### config.mk
export PLATFORM = sky130hd
export DESIGN_NAME = instruction_sequencer_flat
export DESIGN_NICKNAME = d
export VERILOG_FILES = /design/src/rtl/instruction_sequencer_if.sv /design/src/rtl/instruction_sequencer.sv /design/src/flat_wrapper.sv
export SDC_FILE = /design/constraint.sdc
export NUM_CORES = 1
export LEC_CHECK = 0
export CORE_ASPECT_RATIO = 1.25
export CORE_MARGIN = 2
export CORE_UTILIZATION = 59
export CTS_BUF_LIST = sky130_fd_sc_hd__clkbuf_8
export DETAILED_ROUTE_END_ITERATION = 8
export DONT_BUFFER_PORTS = 1
export GPL_TIMING_DRIVEN = 0
export PLACE_DENSITY = 0.9
export RECOVER_POWER = 100
export SYNTH_ARGS = -nofsm -noshare
export SYNTH_HDL_FRONTEND = slang
export SYNTH_SLANG_ARGS = --single-unit
### constraint.sdc
create_clock -name clk -period 1.85 [get_ports clk]
set_input_delay 0.37 -clock clk [delete_from_list [all_inputs] [get_ports clk]]
set_output_delay 0.37 -clock clk [all_outputs]
set_load 0.05 [all_outputs]
### src/rtl/instruction_sequencer_if.sv
// ---------------------------------------------------------------------------
// instruction_sequencer_if
// Groups the sequencer's host-side and coprocessor-side signals.
//   Host side     : instr_in (opcode), start_in (request level),
//                   busy, done_flag, error_flag, err_code (status)
//   Coprocessor   : op_code, op_valid (command), op_ready, op_done
// Modports:
//   master : the sequencer itself (drives command and status)
//   slave  : the environment (host PIOs plus coprocessor)
// ---------------------------------------------------------------------------
interface instruction_sequencer_if;

    logic [2:0] instr_in;
    logic       start_in;
    logic       op_ready;
    logic       op_done;

    logic [2:0] op_code;
    logic       op_valid;
    logic       busy;
    logic       done_flag;
    logic       error_flag;
    logic [1:0] err_code;

    modport master (
        input  instr_in,
        input  start_in,
        input  op_ready,
        input  op_done,
        output op_code,
        output op_valid,
        output busy,
        output done_flag,
        output error_flag,
        output err_code
    );

    modport slave (
        output instr_in,
        output start_in,
        output op_ready,
        output op_done,
        input  op_code,
        input  op_valid,
        input  busy,
        input  done_flag,
        input  error_flag,
        input  err_code
    );

endinterface

### src/rtl/instruction_sequencer.sv
// ---------------------------------------------------------------------------
// instruction_sequencer
// Accepts a start request from the host, checks the opcode against a mask of
// executable opcodes, hands the command to a coprocessor with a valid/ready
// handshake, then waits (bounded by a timeout) for the coprocessor's done
// pulse and reports completion or failure through sticky status flags.
//
// Ports:
//   clk    : single clock, rising edge
//   reset  : asynchronous, active-high
//   bus    : instruction_sequencer_if.master
//            instr_in[2:0] in  : opcode from host
//            start_in      in  : 0->1 requests execution
//            op_ready      in  : coprocessor accepts command
//            op_done       in  : coprocessor completion pulse
//            op_code[2:0]  out : latched opcode
//            op_valid      out : command valid
//            busy          out : not idle
//            done_flag     out : sticky, last command completed
//            error_flag    out : sticky, last request failed
//            err_code[1:0] out : 00 none, 01 invalid opcode, 10 timeout
//
// Parameters:
//   TIMEOUT_CYCLES : cycles allowed in WAIT, 1 .. 2^24-1
//   VALID_MASK     : bit n set marks opcode n as executable
// ---------------------------------------------------------------------------
module instruction_sequencer #(
    parameter int unsigned TIMEOUT_CYCLES = 1000000,
    parameter logic [7:0]  VALID_MASK     = 8'b0011_1110
) (
    input  logic                    clk,
    input  logic                    reset,
    instruction_sequencer_if.master bus
);

    localparam int unsigned CNT_W = 24;

    localparam logic [2:0] S_IDLE  = 3'd0;
    localparam logic [2:0] S_ISSUE = 3'd1;
    localparam logic [2:0] S_WAIT  = 3'd2;
    localparam logic [2:0] S_DONE  = 3'd3;
    localparam logic [2:0] S_ERROR = 3'd4;

    localparam logic [1:0] ERR_NONE    = 2'b00;
    localparam logic [1:0] ERR_OPCODE  = 2'b01;
    localparam logic [1:0] ERR_TIMEOUT = 2'b10;

    // Last WAIT cycle count before the timeout fires.
    localparam logic [CNT_W-1:0] CNT_LAST = CNT_W'(TIMEOUT_CYCLES - 1);
    localparam logic [CNT_W-1:0] CNT_MAX  = {CNT_W{1'b1}};

    logic [2:0]       state_q,      state_d;
    logic             start_q,      start_d;
    logic [2:0]       op_code_q,    op_code_d;
    logic             op_valid_q,   op_valid_d;
    logic             busy_q,       busy_d;
    logic             done_flag_q,  done_flag_d;
    logic             error_flag_q, error_flag_d;
    logic [1:0]       err_code_q,   err_code_d;
    logic [CNT_W-1:0] cnt_q,        cnt_d;

    logic             start_rise;

    // State and output registers.
    always_ff @(posedge clk or posedge reset) begin
        if (reset) begin
            state_q      <= S_IDLE;
            start_q      <= 1'b0;
            op_code_q    <= 3'd0;
            op_valid_q   <= 1'b0;
            busy_q       <= 1'b0;
            done_flag_q  <= 1'b0;
            error_flag_q <= 1'b0;
            err_code_q   <= ERR_NONE;
            cnt_q        <= '0;
        end else begin
            state_q      <= state_d;
            start_q      <= start_d;
            op_code_q    <= op_code_d;
            op_valid_q   <= op_valid_d;
            busy_q       <= busy_d;
            done_flag_q  <= done_flag_d;
            error_flag_q <= error_flag_d;
            err_code_q   <= err_code_d;
            cnt_q        <= cnt_d;
        end
    end

    // Next-state and next-output logic.
    always_comb begin
        state_d      = state_q;
        op_code_d    = op_code_q;
        done_flag_d  = done_flag_q;
        error_flag_d = error_flag_q;
        err_code_d   = err_code_q;
        cnt_d        = cnt_q;
        start_d      = bus.start_in;

        // start_q clears in reset, so a level already high at release is an edge.
        start_rise   = bus.start_in & ~start_q;

        case (state_q)
            S_IDLE: begin
                if (start_rise) begin
                    op_code_d    = bus.instr_in;
                    done_flag_d  = 1'b0;
                    error_flag_d = 1'b0;
                    err_code_d   = ERR_NONE;
                    if (VALID_MASK[bus.instr_in]) begin
                        state_d = S_ISSUE;
                    end else begin
                        // Error status is shown on ERROR entry, together with its code.
                        state_d      = S_ERROR;
                        error_flag_d = 1'b1;
                        err_code_d   = ERR_OPCODE;
                    end
                end
            end

            S_ISSUE: begin
                // No timeout here: hold the command until it is taken.
                if (op_valid_q && bus.op_ready) begin
                    state_d = S_WAIT;
                    cnt_d   = '0;
                end
            end

            S_WAIT: begin
                if (cnt_q != CNT_MAX) begin
                    cnt_d = cnt_q + CNT_W'(1);
                end
                // op_done takes priority over a simultaneous timeout.
                if (bus.op_done) begin
                    state_d = S_DONE;
                end else if (cnt_q >= CNT_LAST) begin
                    state_d      = S_ERROR;
                    error_flag_d = 1'b1;
                    err_code_d   = ERR_TIMEOUT;
                end
            end

            S_DONE: begin
                // done_flag lands on the way back to IDLE (2 cycles after op_done).
                state_d     = S_IDLE;
                done_flag_d = 1'b1;
            end

            S_ERROR: begin
                state_d = S_IDLE;
            end

            default: begin
                state_d = S_IDLE;
            end
        endcase

        // Registered outputs follow the state being entered.
        op_valid_d = (state_d == S_ISSUE);
        busy_d     = (state_d != S_IDLE);
    end

    assign bus.op_code    = op_code_q;
    assign bus.op_valid   = op_valid_q;
    assign bus.busy       = busy_q;
    assign bus.done_flag  = done_flag_q;
    assign bus.error_flag = error_flag_q;
    assign bus.err_code   = err_code_q;

endmodule

### src/flat_wrapper.sv
// flat-port wrapper written by rule: the top's interface ports become plain ports
module instruction_sequencer_flat 
#(
    parameter int unsigned TIMEOUT_CYCLES = 1000000,
    parameter logic [7:0]  VALID_MASK     = 8'b0011_1110
)
  (clk, reset, bus_instr_in, bus_start_in, bus_op_ready, bus_op_done, bus_op_code, bus_op_valid, bus_busy, bus_done_flag, bus_error_flag, bus_err_code);
  instruction_sequencer_if bus_i ();
  input  logic clk;
  input  logic reset;
  input wire logic [$bits(bus_i.instr_in)-1:0] bus_instr_in;
  input wire logic [$bits(bus_i.start_in)-1:0] bus_start_in;
  input wire logic [$bits(bus_i.op_ready)-1:0] bus_op_ready;
  input wire logic [$bits(bus_i.op_done)-1:0] bus_op_done;
  output wire logic [$bits(bus_i.op_code)-1:0] bus_op_code;
  output wire logic [$bits(bus_i.op_valid)-1:0] bus_op_valid;
  output wire logic [$bits(bus_i.busy)-1:0] bus_busy;
  output wire logic [$bits(bus_i.done_flag)-1:0] bus_done_flag;
  output wire logic [$bits(bus_i.error_flag)-1:0] bus_error_flag;
  output wire logic [$bits(bus_i.err_code)-1:0] bus_err_code;
  assign bus_i.instr_in = bus_instr_in;
  assign bus_i.start_in = bus_start_in;
  assign bus_i.op_ready = bus_op_ready;
  assign bus_i.op_done = bus_op_done;
  assign bus_op_code = bus_i.op_code;
  assign bus_op_valid = bus_i.op_valid;
  assign bus_busy = bus_i.busy;
  assign bus_done_flag = bus_i.done_flag;
  assign bus_error_flag = bus_i.error_flag;
  assign bus_err_code = bus_i.err_code;
  instruction_sequencer #(.TIMEOUT_CYCLES(TIMEOUT_CYCLES), .VALID_MASK(VALID_MASK)) u_core (.clk(clk), .reset(reset), .bus(bus_i));
endmodule
# [Word level (Yosys, flattened, before mapping)]
# Memories as Yosys holds them, arrays and structs flattened.
# Cells that the tools add are included.
[word_totals] register_bits=37 input_bits=8 mem_bits_ro=8 word_cells=57 n_memories=1 out_inout_bits=9
[op_classes] eq_ne=10 bitwise=2 order_cmp=2 n_addsub=1 n_reduce_logical=10 n_mux=22
[mem_list] memory="(name not given)" words=8 width=1 read_ports=1 rd_clocked_by_memory_dff=0 wr=0 line="instruction_sequencer.sv:109" source="if (VALID_MASK[bus.instr_in]) begin"
[op_table] cell="2-to-1 mux 24 bit" n=2
[op_table] cell="one-hot mux 24 bit (2 select lines)" n=1
[op_table] cell="adder 24 x 1 -> 24 bit, second input constant" n=1
[op_table] cell=">= comparator 24 x 20 -> 1 bit, second input constant" n=1
[op_table] cell="inequality test 24 bit, second input constant" n=1
[op_table] cell="2-to-1 mux 3 bit" n=5
[op_table] cell="one-hot mux 3 bit (3 select lines)" n=1
[op_table] cell="inequality test 2 x 1 -> 1 bit, second input constant" n=4
[op_table] cell="2-to-1 mux 1 bit" n=7
[op_table] cell="equality test 3 x 1 -> 1 bit, second input constant" n=2
[op_table] cell="equality test 3 x 2 -> 1 bit, second input constant" n=2
[op_table] cell="2-to-1 mux 2 bit" n=3
[op_table] cell="nonzero test 2 bit" n=3
[op_table] cell="< comparator 3 x 4 -> 1 bit, second input constant" n=1
[op_table] cell="one-hot mux 1 bit (2 select lines)" n=2
[op_table] cell="one-hot mux 2 bit (2 select lines)" n=1
[op_table] cell="AND reduction 2 bit" n=2
[op_table] cell="AND reduction 4 bit" n=1
[op_table] cell="zero test 3 bit" n=1
[op_table] cell="AND reduction 3 bit" n=1
[op_table] cell="nonzero test 3 bit" n=1
[op_table] cell="inequality test 2 bit, second input constant" n=1
[op_table] cell="AND 1 bit" n=1
[op_table] cell="logical AND 1 bit" n=1
[op_table] cell="NOT 1 bit" n=1

# [Logic depth before layout (Yosys ltp)]
[logic_depth] word_depth=6 mapped_depth=7 depth_no_buf=6

# [Worst setup path after synthesis]
# OpenSTA, ideal clock, no wires.
[synth_timing] kind="register to register" startpoint="register u_core.op_valid_q, in the netlist u_core.bus.op_valid" endpoint="register u_core.cnt_q[20]" slack_ns=-0.074 stages_incl_launch_ff=6 path_buffers=0 required_ns=1.772 setup_time_ns=0.078 synth_period_minus_slack_ns=1.924 t_arrival_ns=1.847 path_cell_list="dfrtp_1 nand4b_1 a21oi_4 nand3_2 or4_1 a21oi_1"
[synth_between] elab_chain_len=3
[synth_lines] element="from (decl)" line="instruction_sequencer.sv:55" source="logic op_valid_q, op_valid_d;"
[synth_lines] element="from (signal assigned)" line="instruction_sequencer.sv:80" source="op_valid_q <= op_valid_d;"
[synth_lines] element="logical AND 1 bit" line="instruction_sequencer.sv:122" source="if (op_valid_q && bus.op_ready) begin"
[synth_lines] element="inequality test 2 x 1 -> 1 bit (no line)"
[synth_lines] element="AND reduction 3 bit (no line)"
[synth_lines] element="to (signal assigned)" line="instruction_sequencer.sv:85" source="cnt_q <= cnt_d;"
[synth_lines] element="to (decl)" line="instruction_sequencer.sv:60" source="logic [CNT_W-1:0] cnt_q, cnt_d;"
# No other way between the ends.
# A chain may end at the register's enable or synchronous reset.

# [Final worst setup path]
# Same ends and word-level chain as after synthesis.

==> run_results.csv <==
group,metric,value,unit
cts,root_buffer,"clkbuf_8",
logic_synthesis,synth_mux_area_frac,0,
setup_path,reg2reg_slack,-120,ps
setup_path,cp_slowest_stage_delay,530,ps
logic_synthesis,synth_seq_cells,37,
timing,finalCritPeriodShare,1.067,
setup_path,cp_top_family,"simple AND/OR/NAND/NOR gates",
timing,fin_ws,-123.6,ps
timing,fmax,0.5067,GHz
logic_synthesis,synth_xor_area_frac,0.004279,
final_layout,fin_area,0.002435,sq mm
detailed_routing,met2_length,2812,microns
detailed_routing,drt_pre_antenna_iters,5,
final_layout,fin_util,0.7488,
detailed_routing,wl_met1,2070,microns
timing,setup_violations,24,
pwr,irDropWorstVdd,1.262,mV
cts,htreeDepth,2,
placed_design,gp_congestion,0.8507,
logic_synthesis,synth_top_area_cell,"dfrtp_1",
worst_hold_path,min_to,"u_core.start_q",
pwr,p_sw,1.574,mW
global_routing,grt_start_max_net_pins,38,
cts,clock_sinks,37,
pwr,sw_frac_of_total,0.4385,
pwr,p_int,2.015,mW
timing,rsz0062_at_grt,"true",
worst_hold_path,hp-start,"bus_start_in",
logic_synthesis,synthArstFlopShare,1.000,
final_layout,diodes,0,
logic_synthesis,synth_nets,238,
detailed_routing,num_vias,2005,
final_layout,fin_nets,256,
setup_path,crit_path_start_kind,"flip-flop",
timing,hold_viol_final,0,
setup_path,critical_path_buf_inv_count,0,
pwr,power_frac_comb,0.317,
cts,cts.clk_slew.worst_paths,80,ps
pwr,p_per_area,1474,mW/mm^2
detailed_routing,post_drt_wl_per_cell,19.39,microns
pwr,power_frac_clock,0.207,
floorplan,rows,23,
logic_synthesis,synth_top_area_frac,0.4523,
final_layout,multiInputGateArea,0.001152,sq mm
logic_synthesis,synth_edf_count,0,
floorplan,die_area,0.003960,sq mm
timing,worstMarginPinSlew,1362,ps
pwr,p_leak,1.015,nW
detailed_routing,drtIter0Drc,275,
setup_path,crit_type,"flip-flop to flip-flop",
logic_synthesis,synth_adder_area_share,0.006112,
final_layout,synthToLayoutAreaGrowth,18.95,%
setup_path,crit_chain,"nand4b_1 > a21oi_4 > nand3_4 > or4_1 > a21oi_1",
logic_synthesis,synth_top_family_by_area,"simple AND/OR/NAND/NOR gates",
placed_design,dpl.hpwl,3150,microns
logic_synthesis,avgSynthCellArea,8.939,sq um
logic_synthesis,synth-compound-area-share,0.2268,
setup_path,end_kind,"flip-flop",
logic_synthesis,yosys.area_share.simple,0.2824,
timing,slew_violations,0,
outcome,outcome,"complete, but fails checks",
logic_synthesis,synth-main-ff-cell,"dfrtp_1",
logic_synthesis,yosys_warnings,0,
floorplan,io_pins,17,
floorplan,start_util,0.6295,
setup_path,r2r-start,"u_core.bus.op_valid",
global_routing,antenna_found_initial,0,
worst_hold_path,hold_depth,0,
logic_synthesis,synth_area,0.002047,sq mm
setup_path,r2r-end,"u_core.cnt_q[20]",
final_layout,register_area,937.1,sq um
cts,cts_buffers,5,
timing,final.setup_skew,9.570,ps
setup_path,critPathRequiredTime,2080,ps
timing,maxSlewHeadroom,0.09070,
detailed_routing,drc_errors,0,
setup_path,rr_worst_depth,5,
detailed_routing,via_per_inst,7.035,
detailed_routing,wl_met3,464,microns
placed_design,port_buffers,0,
global_routing,grt_pass1_wl,8245,microns
logic_synthesis,synth_cell_type_count,47,
outcome,violations,"setup timing",
final_layout,final_common_cell,"nand2_1",
cts,clk_path_buf_depth,2,
logic_synthesis,seq_area_frac_synth,0.4523,
timing,min_period,1974,ps
floorplan,die_h,69.86,microns
global_routing,first_global_vias,1811,
floorplan,coreArea,0.003252,sq mm
global_routing,grt-ovfl-total,0,
worst_hold_path,hold_path.class,"input port to flip-flop",
setup_path,crit_slowest_cell,"dfrtp_2",
placed_design,place_area,0.002102,sq mm
logic_synthesis,yosys-top-cells-area,"dfrtp_1, nand2_1, o21ai_0, a31oi_1, nor2_1",
floorplan,die_w,56.69,microns
pwr,seq_power_share,0.476,
setup_path,worstPathArrival,2200,ps
timing,setup_tns,-1180,ps
final_layout,fillCellCount,202,
global_routing,grt_usage,0.2662,
cts,clock_latency,300,ps
detailed_routing,highest_layer,"met4",
setup_path,worstPathMaxFanout,9,
cts,cts_tree,"done",
detailed_routing,wl,5525,microns
final_layout,layout_common_cells,"nand2_1, dfrtp_1, o21ai_0, buf_4, nor2_1",
detailed_routing,detail-route-antenna-nets,0,
logic_synthesis,syn_inst,229,
final_layout,drive_above_1_share,0.2500,
job,drv_cap,0,
## Yosys cell counts (2+ instances only)
cell type / instances
nor2_1: 14
dfrtp_1: 37
o21ai_1: 2
nand4bb_1: 2
or4_1: 4
and3_1: 6
nor3_1: 5
a31oi_1: 10
inv_1: 4
nor4_1: 3
o211ai_1: 4
clkbuf_1: 6
and2_1: 5
nand2_1: 35
a21o_1: 5
nand4_1: 5
and4_1: 4
nand3_1: 10
o21ai_0: 19
nand3b_1: 2
nand2b_1: 2
buf_2: 4
o31a_1: 2
or3_1: 3
a21oi_1: 10
o31ai_1: 5
## state kept, by name, summed over array words and instances, names as in the netlist
name	cells
u_core.bus.op_code	3
u_core.state_q	3
u_core.bus.busy	1
u_core.start_q	1
u_core.cnt_q	24
u_core.bus.err_code	2
u_core.bus.done_flag	1
u_core.bus.op_valid	1
u_core.bus.error_flag	1
## through the flow
step	cells	total power [mW]	setup slack, ps	hold slack (ps)
after floorplan	229	2.274	15.95	401.4
after global routing	285	3.775	-222.4	83.73
after CTS	281	3.437	-26.51	92.45
after global placement	266	2.476	-129.2	401.6
final	285	3.589	-123.6	90.59
after detailed placement	266	2.524	-158.6	401.6
## repair_timing
| item | 4_1_cts | 5_1_grt |
|---|---|---|
| hold buffers | 0 | 0 |
| pin swaps | 7 | 7 |
| setup buffers | 11 | 5 |
| gates resized for setup | 15 | 20 |
| endpoints found under the setup margin | 29 | 30 |
## power groups by stage
| stage | sequential (mW) | clock (mW) | combinational (mW) |
|---|---|---|---|
| finish | 1.71 | 0.743 | 1.14 |
| global route | 1.74 | 0.784 | 1.25 |
| CTS | 1.67 | 0.743 | 1.02 |
| detailed placement | 1.65 | 0 | 0.876 |
| global placement | 1.64 | 0 | 0.841 |
| floorplan | 1.59 | 0 | 0.688 |
## cell type report
type / count / share of cell area
Multi-Input combinational cell: 178 / 0.4733
Clock inverter: 2 / 0.01542
Buffer: 5 / 0.01285
Clock buffer: 6 / 0.03392
Tap cell: 37 / 0.01901
Inverter: 4 / 0.006166
Timing Repair Buffer: 16 / 0.05447
Sequential cell: 37 / 0.3849
## worst max path at each step
| stage | from | end | slack (ps) | cells after the start |
|---|---|---|---|---|
| 2_1_floorplan | u_core.cnt_q[0] | u_core.cnt_q[7] | 20 | 6 |
| 3_3_place_gp | u_core.state_q[2] | u_core.cnt_q[9] | -130 | 6 |
| 3_5_place_dp | u_core.state_q[2] | u_core.cnt_q[9] | -160 | 6 |
| 4_1_cts | u_core.cnt_q[10] | u_core.bus.error_flag | -30 | 6 |
| 5_1_grt | u_core.bus.op_valid | u_core.cnt_q[20] | -220 | 5 |
| 6_report | u_core.bus.op_valid | u_core.cnt_q[20] | -120 | 5 |
## logic make-up (layout without fill, tap and decap cells)
group	Yosys count	count (layout)
DFF	37	37
AOI/OAI and AO/OA	70	70
and+or+nand+nor	106	106
xor gates and xnor gates	1	1
buffers and inverters	14	33
adders and majority gates	1	1
## per-layer routing
layer / up-vias / global-route usage
li1: 902 / -
met1: 937 / 0.3257
met2: 145 / 0.4199
met3: 21 / 0.07222
met4: 0 / 0.1481
met5: - / 0
Note: power is estimated with default switching activity, not from simulation.
